$ cat src/rtl/bpred_resolver_if.sv
// Signal bundle between bpred_resolver and its fetch, execute and predictor neighbours.
// The slave modport is the resolver's view; the master modport is the surrounding pipeline's view.
interface bpred_resolver_if #(
   parameter int PC_WIDTH = 32,
   parameter int CNTWIDTH = 16
);
   logic                br_fetch;
   logic [PC_WIDTH-1:0] br_fetch_pc;
   logic                fetch_stall;
   logic                predict;
   logic [PC_WIDTH-1:0] pc_predict;
   logic                prediction;
   logic                pred_valid;
   logic                pred_taken;
   logic                br_resolve;
   logic                br_taken;
   logic                flush;
   logic                result_rdy;
   logic                result;
   logic [PC_WIDTH-1:0] pc_result;
   logic                mispredict;
   logic                err_underflow;
   logic [CNTWIDTH-1:0] resolved_cnt;
   logic [CNTWIDTH-1:0] mispred_cnt;

   modport slave (
      input  br_fetch, br_fetch_pc, prediction, br_resolve, br_taken, flush,
      output fetch_stall, predict, pc_predict, pred_valid, pred_taken,
             result_rdy, result, pc_result, mispredict, err_underflow,
             resolved_cnt, mispred_cnt
   );

   modport master (
      output br_fetch, br_fetch_pc, prediction, br_resolve, br_taken, flush,
      input  fetch_stall, predict, pc_predict, pred_valid, pred_taken,
             result_rdy, result, pc_result, mispredict, err_underflow,
             resolved_cnt, mispred_cnt
   );
endinterface

$ cat src/rtl/bpred_resolver.sv
// Issues branch predictions, keeps {PC, prediction} of in-flight branches in an in-order FIFO,
// and on resolution drives the predictor update port and flags mispredictions.
module bpred_resolver #(
   parameter int PC_WIDTH      = 32,
   parameter int LOG2FIFODEPTH = 2,
   parameter int FIFO_DEPTH    = 2**LOG2FIFODEPTH,
   parameter int CNTWIDTH      = 16
) (
   input  logic            clk,
   input  logic            reset,
   bpred_resolver_if.slave bus
);
   logic                     s1_valid_q;
   logic [PC_WIDTH-1:0]      s1_pc_q;
   logic [PC_WIDTH-1:0]      fifo_pc_q   [FIFO_DEPTH];
   logic                     fifo_pred_q [FIFO_DEPTH];
   logic [LOG2FIFODEPTH-1:0] rd_ptr_q, rd_ptr_d;
   logic [LOG2FIFODEPTH-1:0] wr_ptr_q, wr_ptr_d;
   logic [LOG2FIFODEPTH:0]   count_q, count_d;
   logic [LOG2FIFODEPTH+1:0] occupancy;
   logic                     fetch_stall, predict, push, pop, fifo_empty;
   logic                     head_pred;
   logic [PC_WIDTH-1:0]      head_pc;
   logic                     result_rdy_q, result_q, mispredict_q, err_underflow_q;
   logic [PC_WIDTH-1:0]      pc_result_q;
   logic [CNTWIDTH-1:0]      resolved_cnt_q, mispred_cnt_q;

   assign fifo_empty  = (count_q == '0);
   // The capture register counts toward capacity so a push can never find the FIFO full.
   assign occupancy   = {1'b0, count_q} + (LOG2FIFODEPTH+2)'(s1_valid_q);
   assign fetch_stall = (occupancy >= (LOG2FIFODEPTH+2)'(FIFO_DEPTH));
   assign predict     = bus.br_fetch & ~fetch_stall & ~bus.flush;
   assign push        = s1_valid_q & ~bus.flush;
   assign pop         = bus.br_resolve & ~fifo_empty;
   assign head_pc     = fifo_pc_q[rd_ptr_q];
   assign head_pred   = fifo_pred_q[rd_ptr_q];

   always_comb begin
      rd_ptr_d = rd_ptr_q;
      wr_ptr_d = wr_ptr_q;
      count_d  = count_q;
      if (bus.flush) begin
         rd_ptr_d = '0;
         wr_ptr_d = '0;
         count_d  = '0;
      end else begin
         if (push) wr_ptr_d = wr_ptr_q + (LOG2FIFODEPTH)'(1);
         if (pop)  rd_ptr_d = rd_ptr_q + (LOG2FIFODEPTH)'(1);
         case ({push, pop})
            2'b10:   count_d = count_q + (LOG2FIFODEPTH+1)'(1);
            2'b01:   count_d = count_q - (LOG2FIFODEPTH+1)'(1);
            default: count_d = count_q;
         endcase
      end
   end

   always_ff @(posedge clk) begin
      if (push) begin
         fifo_pc_q[wr_ptr_q]   <= s1_pc_q;
         fifo_pred_q[wr_ptr_q] <= bus.prediction;
      end
   end

   always_ff @(posedge clk) begin
      if (reset) begin
         s1_valid_q      <= 1'b0;
         s1_pc_q         <= '0;
         rd_ptr_q        <= '0;
         wr_ptr_q        <= '0;
         count_q         <= '0;
         result_rdy_q    <= 1'b0;
         result_q        <= 1'b0;
         mispredict_q    <= 1'b0;
         pc_result_q     <= '0;
         err_underflow_q <= 1'b0;
         resolved_cnt_q  <= '0;
         mispred_cnt_q   <= '0;
      end else begin
         s1_valid_q <= predict;
         if (predict) s1_pc_q <= bus.br_fetch_pc;
         rd_ptr_q     <= rd_ptr_d;
         wr_ptr_q     <= wr_ptr_d;
         count_q      <= count_d;
         result_rdy_q <= pop;
         result_q     <= pop & bus.br_taken;
         mispredict_q <= pop & (bus.br_taken != head_pred);
         if (pop) begin
            pc_result_q <= head_pc;
            if (resolved_cnt_q != '1) resolved_cnt_q <= resolved_cnt_q + CNTWIDTH'(1);
            if ((bus.br_taken != head_pred) && (mispred_cnt_q != '1))
               mispred_cnt_q <= mispred_cnt_q + CNTWIDTH'(1);
         end
         if (bus.br_resolve && fifo_empty) err_underflow_q <= 1'b1;
      end
   end

   assign bus.fetch_stall   = fetch_stall;
   assign bus.predict       = predict;
   assign bus.pc_predict    = bus.br_fetch_pc;
   assign bus.pred_valid    = s1_valid_q;
   assign bus.pred_taken    = bus.prediction & s1_valid_q;
   assign bus.result_rdy    = result_rdy_q;
   assign bus.result        = result_q;
   assign bus.pc_result     = pc_result_q;
   assign bus.mispredict    = mispredict_q;
   assign bus.err_underflow = err_underflow_q;
   assign bus.resolved_cnt  = resolved_cnt_q;
   assign bus.mispred_cnt   = mispred_cnt_q;
endmodule

$ cat src/flat_wrapper.sv
// flat-port wrapper written by rule: the top's interface ports become plain ports
module bpred_resolver_flat 
#(
   parameter int PC_WIDTH      = 32,
   parameter int LOG2FIFODEPTH = 2,
   parameter int FIFO_DEPTH    = 2**LOG2FIFODEPTH,
   parameter int CNTWIDTH      = 16
)
  (clk, reset, bus_br_fetch, bus_br_fetch_pc, bus_prediction, bus_br_resolve, bus_br_taken, bus_flush, bus_fetch_stall, bus_predict, bus_pc_predict, bus_pred_valid, bus_pred_taken, bus_result_rdy, bus_result, bus_pc_result, bus_mispredict, bus_err_underflow, bus_resolved_cnt, bus_mispred_cnt);
  bpred_resolver_if #(.PC_WIDTH(PC_WIDTH), .CNTWIDTH(CNTWIDTH)) bus_i ();
  input  logic clk;
  input  logic reset;
  input wire logic [$bits(bus_i.br_fetch)-1:0] bus_br_fetch;
  input wire logic [$bits(bus_i.br_fetch_pc)-1:0] bus_br_fetch_pc;
  input wire logic [$bits(bus_i.prediction)-1:0] bus_prediction;
  input wire logic [$bits(bus_i.br_resolve)-1:0] bus_br_resolve;
  input wire logic [$bits(bus_i.br_taken)-1:0] bus_br_taken;
  input wire logic [$bits(bus_i.flush)-1:0] bus_flush;
  output wire logic [$bits(bus_i.fetch_stall)-1:0] bus_fetch_stall;
  output wire logic [$bits(bus_i.predict)-1:0] bus_predict;
  output wire logic [$bits(bus_i.pc_predict)-1:0] bus_pc_predict;
  output wire logic [$bits(bus_i.pred_valid)-1:0] bus_pred_valid;
  output wire logic [$bits(bus_i.pred_taken)-1:0] bus_pred_taken;
  output wire logic [$bits(bus_i.result_rdy)-1:0] bus_result_rdy;
  output wire logic [$bits(bus_i.result)-1:0] bus_result;
  output wire logic [$bits(bus_i.pc_result)-1:0] bus_pc_result;
  output wire logic [$bits(bus_i.mispredict)-1:0] bus_mispredict;
  output wire logic [$bits(bus_i.err_underflow)-1:0] bus_err_underflow;
  output wire logic [$bits(bus_i.resolved_cnt)-1:0] bus_resolved_cnt;
  output wire logic [$bits(bus_i.mispred_cnt)-1:0] bus_mispred_cnt;
  assign bus_i.br_fetch = bus_br_fetch;
  assign bus_i.br_fetch_pc = bus_br_fetch_pc;
  assign bus_i.prediction = bus_prediction;
  assign bus_i.br_resolve = bus_br_resolve;
  assign bus_i.br_taken = bus_br_taken;
  assign bus_i.flush = bus_flush;
  assign bus_fetch_stall = bus_i.fetch_stall;
  assign bus_predict = bus_i.predict;
  assign bus_pc_predict = bus_i.pc_predict;
  assign bus_pred_valid = bus_i.pred_valid;
  assign bus_pred_taken = bus_i.pred_taken;
  assign bus_result_rdy = bus_i.result_rdy;
  assign bus_result = bus_i.result;
  assign bus_pc_result = bus_i.pc_result;
  assign bus_mispredict = bus_i.mispredict;
  assign bus_err_underflow = bus_i.err_underflow;
  assign bus_resolved_cnt = bus_i.resolved_cnt;
  assign bus_mispred_cnt = bus_i.mispred_cnt;
  bpred_resolver #(.PC_WIDTH(PC_WIDTH), .LOG2FIFODEPTH(LOG2FIFODEPTH), .FIFO_DEPTH(FIFO_DEPTH), .CNTWIDTH(CNTWIDTH)) u_core (.clk(clk), .reset(reset), .bus(bus_i));
endmodule
$ cat config.mk
export PLATFORM = sky130hd
export DESIGN_NAME = bpred_resolver_flat
export DESIGN_NICKNAME = d
export VERILOG_FILES = /design/src/rtl/bpred_resolver_if.sv /design/src/rtl/bpred_resolver.sv /design/src/flat_wrapper.sv
export SDC_FILE = /design/constraint.sdc
export NUM_CORES = 1
export LEC_CHECK = 0
export CORE_ASPECT_RATIO = 0.6
export CORE_MARGIN = 3
export CORE_UTILIZATION = 25
export CTS_BUF_LIST = sky130_fd_sc_hd__clkbuf_8
export DETAILED_ROUTE_END_ITERATION = 16
export MAX_ROUTING_LAYER = met4
export PLACE_DENSITY = 0.53
export SETUP_SLACK_MARGIN = 0.1
export SLEW_MARGIN = 10
export SYNTH_ARGS = -nofsm -noshare
export SYNTH_HDL_FRONTEND = slang
export SYNTH_SLANG_ARGS = --single-unit
$ cat constraint.sdc
create_clock -name clk -period 5.35 [get_ports clk]
set_input_delay 0.535 -clock clk [delete_from_list [all_inputs] [get_ports clk]]
set_output_delay 0.535 -clock clk [all_outputs]
set_load 0.01 [all_outputs]
==> impl_results.md, run 1 <==
* Status: complete, no violations
* H-tree depth at 2
* Global-route wire length before repair at 35700 microns
* Reported max-cap violation count at 0
* CP Launch Type: flop
* Skew-Pair Late Insertion Delay at 0.54 ns
* Post-CTS Setup Inserts at 0
* CTS Buffer Depth at 3
* Worst slew pin tran at 1.04 ns
* LEAKAGE at 3.80 nW
* Synth top area cells: edfxtp_1, dfxtp_1, mux4_2, nand2_1, a21oi_1
* Final Skew at 0.0225 ns
* Synth top area share at 42.1%
* Vias at 5947
* Slew margin rel. at 30.5%
* Clk sinks at 242
* WL final at 23000 microns
* CTS tree: yes
* Fin crit period at 3.40 ns
* WHS Path Cells at 2
* Clock group share of total power at 40.6%
* Upper clock frequency limit at 294 MHz
* Delay of the slowest critical-path stage at 0.86 ns
* Total Power at 0.00358 W
* DR pass1 iterations at 5
* Asr flop ratio synth at 0%
* Diodes inserted at 0
* Fin crit share at 63.6%
* RSZ-0062 raised after global routing: no
* Number of port buffers at 142
* GRT Util Overall at 11.7%
* PostCTS Resize Cnt at 0
* Die ar. at 40100 sq um
* Clk pin slew, worst setup/hold paths at 0.06 ns
* Max VDD drop at 0.117 mV
* Core area at 36800 sq um
* Top-count cell post-synth: nand2_1
* Finish-stage setup viols at 0
* Top Family by Delay on Critical Path: simple AND/OR/NAND/NOR gates
* Setup TNS at 0 ns
* Largest net degree at the start of global routing at 67
* Critical Path RT at 4.82 ns
* Pint at 0.00276 W
* R2R depth at 7
* GPL Wtd Cong at 0.748
* Area Growth Syn to Fin at 25.4%
* Crit-path max FO at 34
* GRT overflow at 0
* Area leader, netlist: edfxtp_1
* Num CTS Buffers at 39
* Sw Pwr at 0.000813 W
* Initial Util at 25.6%
* Max Slew Vio Count at 0
* PD cells at 303 nW/um^2
* Dpl hpwl at 14300 microns
* Drt wl/cell at 16.4 microns
* Placed Instances at 1328
* Worst Path Arrival at 2.87 ns
* Die width at 257 microns
* Synth cell count leaders: nand2_1, edfxtp_1, dfxtp_1, a21oi_1
* Synth cell types at 49
* Final net count at 912
* Critical path's slowest cell: or3b_2
* Synth Warn # at 0
* Hold/Removal Path Class: flop to flop
* Syn avg cell area at 12.6 sq um
* Chip Height at 156 microns
* Main flop type after synthesis: edfxtp_1
* Syn Nets at 794
* Root Buffer: clkbuf_8
* Flop pwr share at 55.6%
* Worst Path Buf+Inv at 2
* Crit path depth at 4
* WS Path Type: flop to output port
* Hold Slack at 0.455 ns
* Synth Cell Area at 9420 sq um
* EDFF count, synth at 132
* Part of the power in combinational logic at 3.8%
* # DRC at 0
* Sequential fraction of the synthesis area at 65.5%
* Cts hold-fix bufs at 0
* Final cell count without fillers at 1398
* DRT iter0 DRCs at 410
* Share of post-route cells with drive strength above 1 at 11.5%
* Setup crit end kind: output port
* Detail Route Antenna Nets at 0
* Fin. Hold Viols at 0
* Num rows at 54
* Vias in the first global route at 6059
* Seq cells post-synth at 242
* Post-Syn Instances at 747
* Sw frac at 22.7%
* Ports at 143
* Vias per cell at 4.25
* Crit-path cells: a31o_1 > or3b_2 > inv_2 > clkdlybuf4s50_1
* Initial antenna violation count at 0
==> kinds of logic after synthesis <==
| family | synth area share (%) |
|---|---|
| AND/OR/NAND/NOR | 12.1 |
| flip-flops | 65.5 |
| AO/OA/AOI/OAI | 6.43 |
| buffers and inverters | 4.74 |
| multiplexers | 8.43 |
| XOR/XNOR | 1.67 |
| adder cells (fa/ha/maj) | 1.14 |
==> worst register-to-register path, cell delays in order (launching register included) <==
cell and delay (ns):
dfxtp_1 0.45, o31ai_4 0.11, inv_2 0.31, buf_4 0.39, o41a_1 0.26, nand3_2 0.32, or4_1 0.57, a21oi_1 0.16
==> through the flow <==
step	util [%]	setup slack (ns)	cell area, sq um
6_report	32.1	1.95	11800
5_1_grt	32.1	1.78	11800
4_1_cts	32.1	1.85	11800
3_5_place_dp	30.2	2.03	11100
3_3_place_gp	30.2	2.11	11100
2_1_floorplan	-	2.92	9420
==> registers in the layout, indices dropped and copies added (netlist names), named ones only <==
signal and flops:
u_core.fifo_pc_q 128, u_core.bus.pc_result 32, u_core.s1_pc_q 32, u_core.bus.mispred_cnt 16, u_core.bus.resolved_cnt 16, u_core.fifo_pred_q 4, u_core.count_q 3, u_core.rd_ptr_q 2
u_core.wr_ptr_q 2, u_core.bus.err_underflow 1, u_core.bus.mispredict 1, u_core.bus.pred_valid 1, u_core.bus.result 1, u_core.bus.result_rdy 1
==> area by class of cell <==
cell class                      count  area [sq um]
Fill cell                        3735         24900
Tap cell                          504           631
Inverter                           11          41.3
Clock buffer                       42           578
Sequential cell                   242          6170
Multi-Input combinational cell    424          2820
Clock inverter                     28           115
Timing Repair Buffer              147          1460
==> routing by layer <==
layer  up-vias  track usage, %  part of all wire, %
li1       2902               -                    -
met1      2879            16.0                   50
met2       125            17.4                   44
met3        41            2.75                  4.6
met4         0            3.32                  2.0
met5         -               -                    0
==> power by group through the flow <==
stage	clock network [W]	registers, W	logic (W)
2_1_floorplan	0	0.00202	0.0000719
3_3_place_gp	0	0.00203	0.000139
3_5_place_dp	0	0.00203	0.000140
4_1_cts	0.00153	0.00199	0.000140
5_1_grt	0.00162	0.00199	0.000149
6_report	0.00145	0.00199	0.000136
==> layout by cell type, fill, tap and decap left out, drive strengths merged, types with 11 or more instances in the layout <==
cell,instances
nand2,144
clkdlybuf4s50,141
edfxtp,132
dfxtp,110
a21oi,85
clkbuf,42
mux4,32
nor2,32
inv,30
xnor2,15
nor3,13
nand3,11
==> worst paths after layout <==
| path | start | to | slack, ns |
|---|---|---|---|
| max | u_core.bus.pred_valid$_SDFF_PP0_ | bus_predict | 1.95 |
| min | u_core.bus.pc_result[11]$_SDFFE_PP0P_ | u_core.bus.pc_result[11]$_SDFFE_PP0P_ | 0.45 |
| max reg2reg | u_core.count_q[0]$_SDFFE_PP0P_ | u_core.bus.mispred_cnt[14]$_SDFFE_PP0P_ | 2.70 |
| min reg2reg | u_core.bus.pc_result[11]$_SDFFE_PP0P_ | u_core.bus.pc_result[11]$_SDFFE_PP0P_ | 0.45 |
No activity file was read; power rests on OpenSTA's default activity.
==> run 2: changes to the inputs <==
Settings changed: PLACE_DENSITY 0.53 to 0.55.
Clock period 5.35 ns to 2.8 ns, I/O delays scaled along.
==> run 2 against run 1 <==
  * Clock power rose by 110%
  * Die area did not move
  * Register-to-register slack got worse by 2.1 ns
  * Largest power group unchanged
  * Design area rose by 1.5%
==> impl_results.md, run 2 (same netlist as run 1, synthesis figures left out) <==
* Core area at 36800 sq um
* Register-to-register setup slack at 0.64 ns
* Final net count at 923
* Clk sinks at 242
* Busiest grt layer: met2
* Reported max-cap violation count at 0
* Status: complete, no violations
* GRT overflow at 0
* Sw frac at 21.6%
* Die width at 257 microns
* Detail Route Antenna Nets at 0
* Met2 Resource Use GR at 17.6%
* Commonest non-fill, non-tap cell in the layout: nand2_1
* Flop pwr share at 53.8%
* Fin. Hold Viols at 0
* Post-Layout Inst Area at 12000 sq um
* Vias at 5993
* Most frequent cells in the layout: nand2_1, clkdlybuf4s50_1, edfxtp_1
* Met1 Use GR at 15.7%
* Pint at 0.00555 W
* Worst slew pin tran at 0.790 ns
* Final Skew at 0.0115 ns
* Post-CTS Setup Inserts at 0
* Clk pin slew, worst setup/hold paths at 0.06 ns
* Number of port buffers at 142
* Vias in the first global route at 5998
* Cts hold-fix bufs at 0
* Critical Path RT at 2.52 ns
* Sw Pwr at 0.00153 W
* Worst r2r dst: u_core.bus.mispred_cnt[9]$_SDFFE_PP0P_
* Hold EP: u_core.bus.resolved_cnt[7]$_SDFFE_PP0P_
* # DRC at 0
* Skew-Pair Late Insertion Delay at 0.53 ns
* DR pass1 iterations at 4
* Num rows at 54
* Clock group share of total power at 42.5%
* WL final at 22900 microns
* Ports at 143
* Global-route wire length before repair at 35600 microns
* Largest net degree at the start of global routing at 55
* PD cells at 590 nW/um^2
* Initial antenna violation count at 0
* LEAKAGE at 3.89 nW
* Max VDD drop at 0.259 mV
* Fin crit share at 85.0%
* Share of post-route cells with drive strength above 1 at 12.9%
* Grt met3 use at 3.43%
* CTS tree: yes
* Setup crit end kind: output port
* Delay of the slowest critical-path stage at 0.50 ns
* Chip Height at 156 microns
* CP Launch Type: flop
* Crit-path cells: a31o_1 > or3b_2 > inv_2 > dlygate4sd2_1
* Dpl hpwl at 14700 microns
* Finish-stage setup viols at 0
* Initial Util at 25.6%
* Fin crit period at 2.38 ns
* Worst Path Arrival at 2.10 ns
* Worst hold start: reset
* Hold/Removal Path Class: input pin to flop
* WHS Path Cells at 2
* Setup TNS at 0 ns
* DRT iter0 DRCs at 297
* Max Slew Vio Count at 0
* H-tree depth at 2
* Drt wl/cell at 16.3 microns
* Root Buffer: clkbuf_8
* Vias per cell at 4.25
* R2R depth at 5
* RSZ-0062 raised after global routing: no
* GRT Util Overall at 11.8%
* Area Growth Syn to Fin at 27.3%
* GPL Wtd Cong at 0.762
* Part of the power in combinational logic at 3.7%
* CTS Buffer Depth at 3
* Upper clock frequency limit at 420 MHz
* Critical path's slowest cell: or3b_2
* Crit-path max FO at 6
* Slew margin rel. at 47.2%
* Area after DPL at 11200 sq um
* Largest register FFs at 128
* WS Path Type: flop to output port
* Die ar. at 40100 sq um
* Reg with most FFs: u_core.fifo_pc_q
* Num CTS Buffers at 39
[run 2: worst max path at each step]
stage | from | cells past startpoint | endpoint | slack (ns)
floorplan | u_core.count_q[0]$_SDFFE_PP0P_ | 10 | u_core.count_q[2]$_SDFFE_PP0P_ | 0.49
global placement | bus_br_resolve | 9 | u_core.count_q[2]$_SDFFE_PP0P_ | 0.44
detailed placement | bus_br_resolve | 7 | u_core.bus.mispred_cnt[9]$_SDFFE_PP0P_ | 0.38
CTS | u_core.bus.pred_valid$_SDFF_PP0_ | 4 | bus_predict | 0.34
global route | u_core.bus.pred_valid$_SDFF_PP0_ | 4 | bus_predict | 0.28
finish | u_core.bus.pred_valid$_SDFF_PP0_ | 4 | bus_predict | 0.42
[run 2: timing repair]
item	CTS	global route
setup endpoints to repair	1	0
gates resized for setup	1	0
hold endpoints to repair	0	0
[run 2: power by group through the flow]
stage                     Clock (W)  Sequential [W]  Combinational (W)
after floorplan                   0         0.00387           0.000137
after global placement            0         0.00388           0.000270
after detailed placement          0         0.00388           0.000271
after CTS                   0.00315         0.00380           0.000272
after global routing        0.00332         0.00381           0.000290
final                       0.00301         0.00380           0.000264
[run 2: area by class of cell]
type                            count  area, sq um
Sequential cell                   242         6170
Inverter                           11         41.3
Multi-Input combinational cell    424         2820
Tap cell                          504          631
Clock inverter                     24          150
Clock buffer                       45          619
Antenna cell                        1         2.50
Timing Repair Buffer              158         1550
Fill cell                        3696        24800
[run 2: critical path: cells and delay by family, from the launching register on]
kind | cells | cell delay [ns]
AO/OA/AOI/OAI | 1 | 0.27
buffers and inverters | 2 | 0.41
flip-flops | 1 | 0.39
AND/OR/NAND/NOR | 1 | 0.50
[run 2: per-stage QoR]
| step | instances | util [%] | setup slack, ns | total power (W) | hold WS (ns) |
|---|---|---|---|---|---|
| 3_3_place_gp | 1339 | 30.5 | 0.444 | 0.00414 | 0.444 |
| 3_5_place_dp | 1339 | 30.5 | 0.383 | 0.00415 | 0.448 |
| 5_1_grt | 1408 | 32.6 | 0.284 | 0.00741 | 0.226 |
| 2_1_floorplan | 747 | - | 0.490 | 0.00401 | 0.379 |
| 6_report | 1409 | 32.6 | 0.421 | 0.00707 | 0.257 |
| 4_1_cts | 1408 | 32.6 | 0.335 | 0.00722 | 0.195 |
[run 2: routing by layer]
| layer | vias up | routed length, microns |
|---|---|---|
| met5 | - | 0 |
| met4 | 0 | 278 |
| met3 | 24 | 1390 |
| met2 | 134 | 10400 |
| met1 | 2910 | 10800 |
| li1 | 2925 | - |
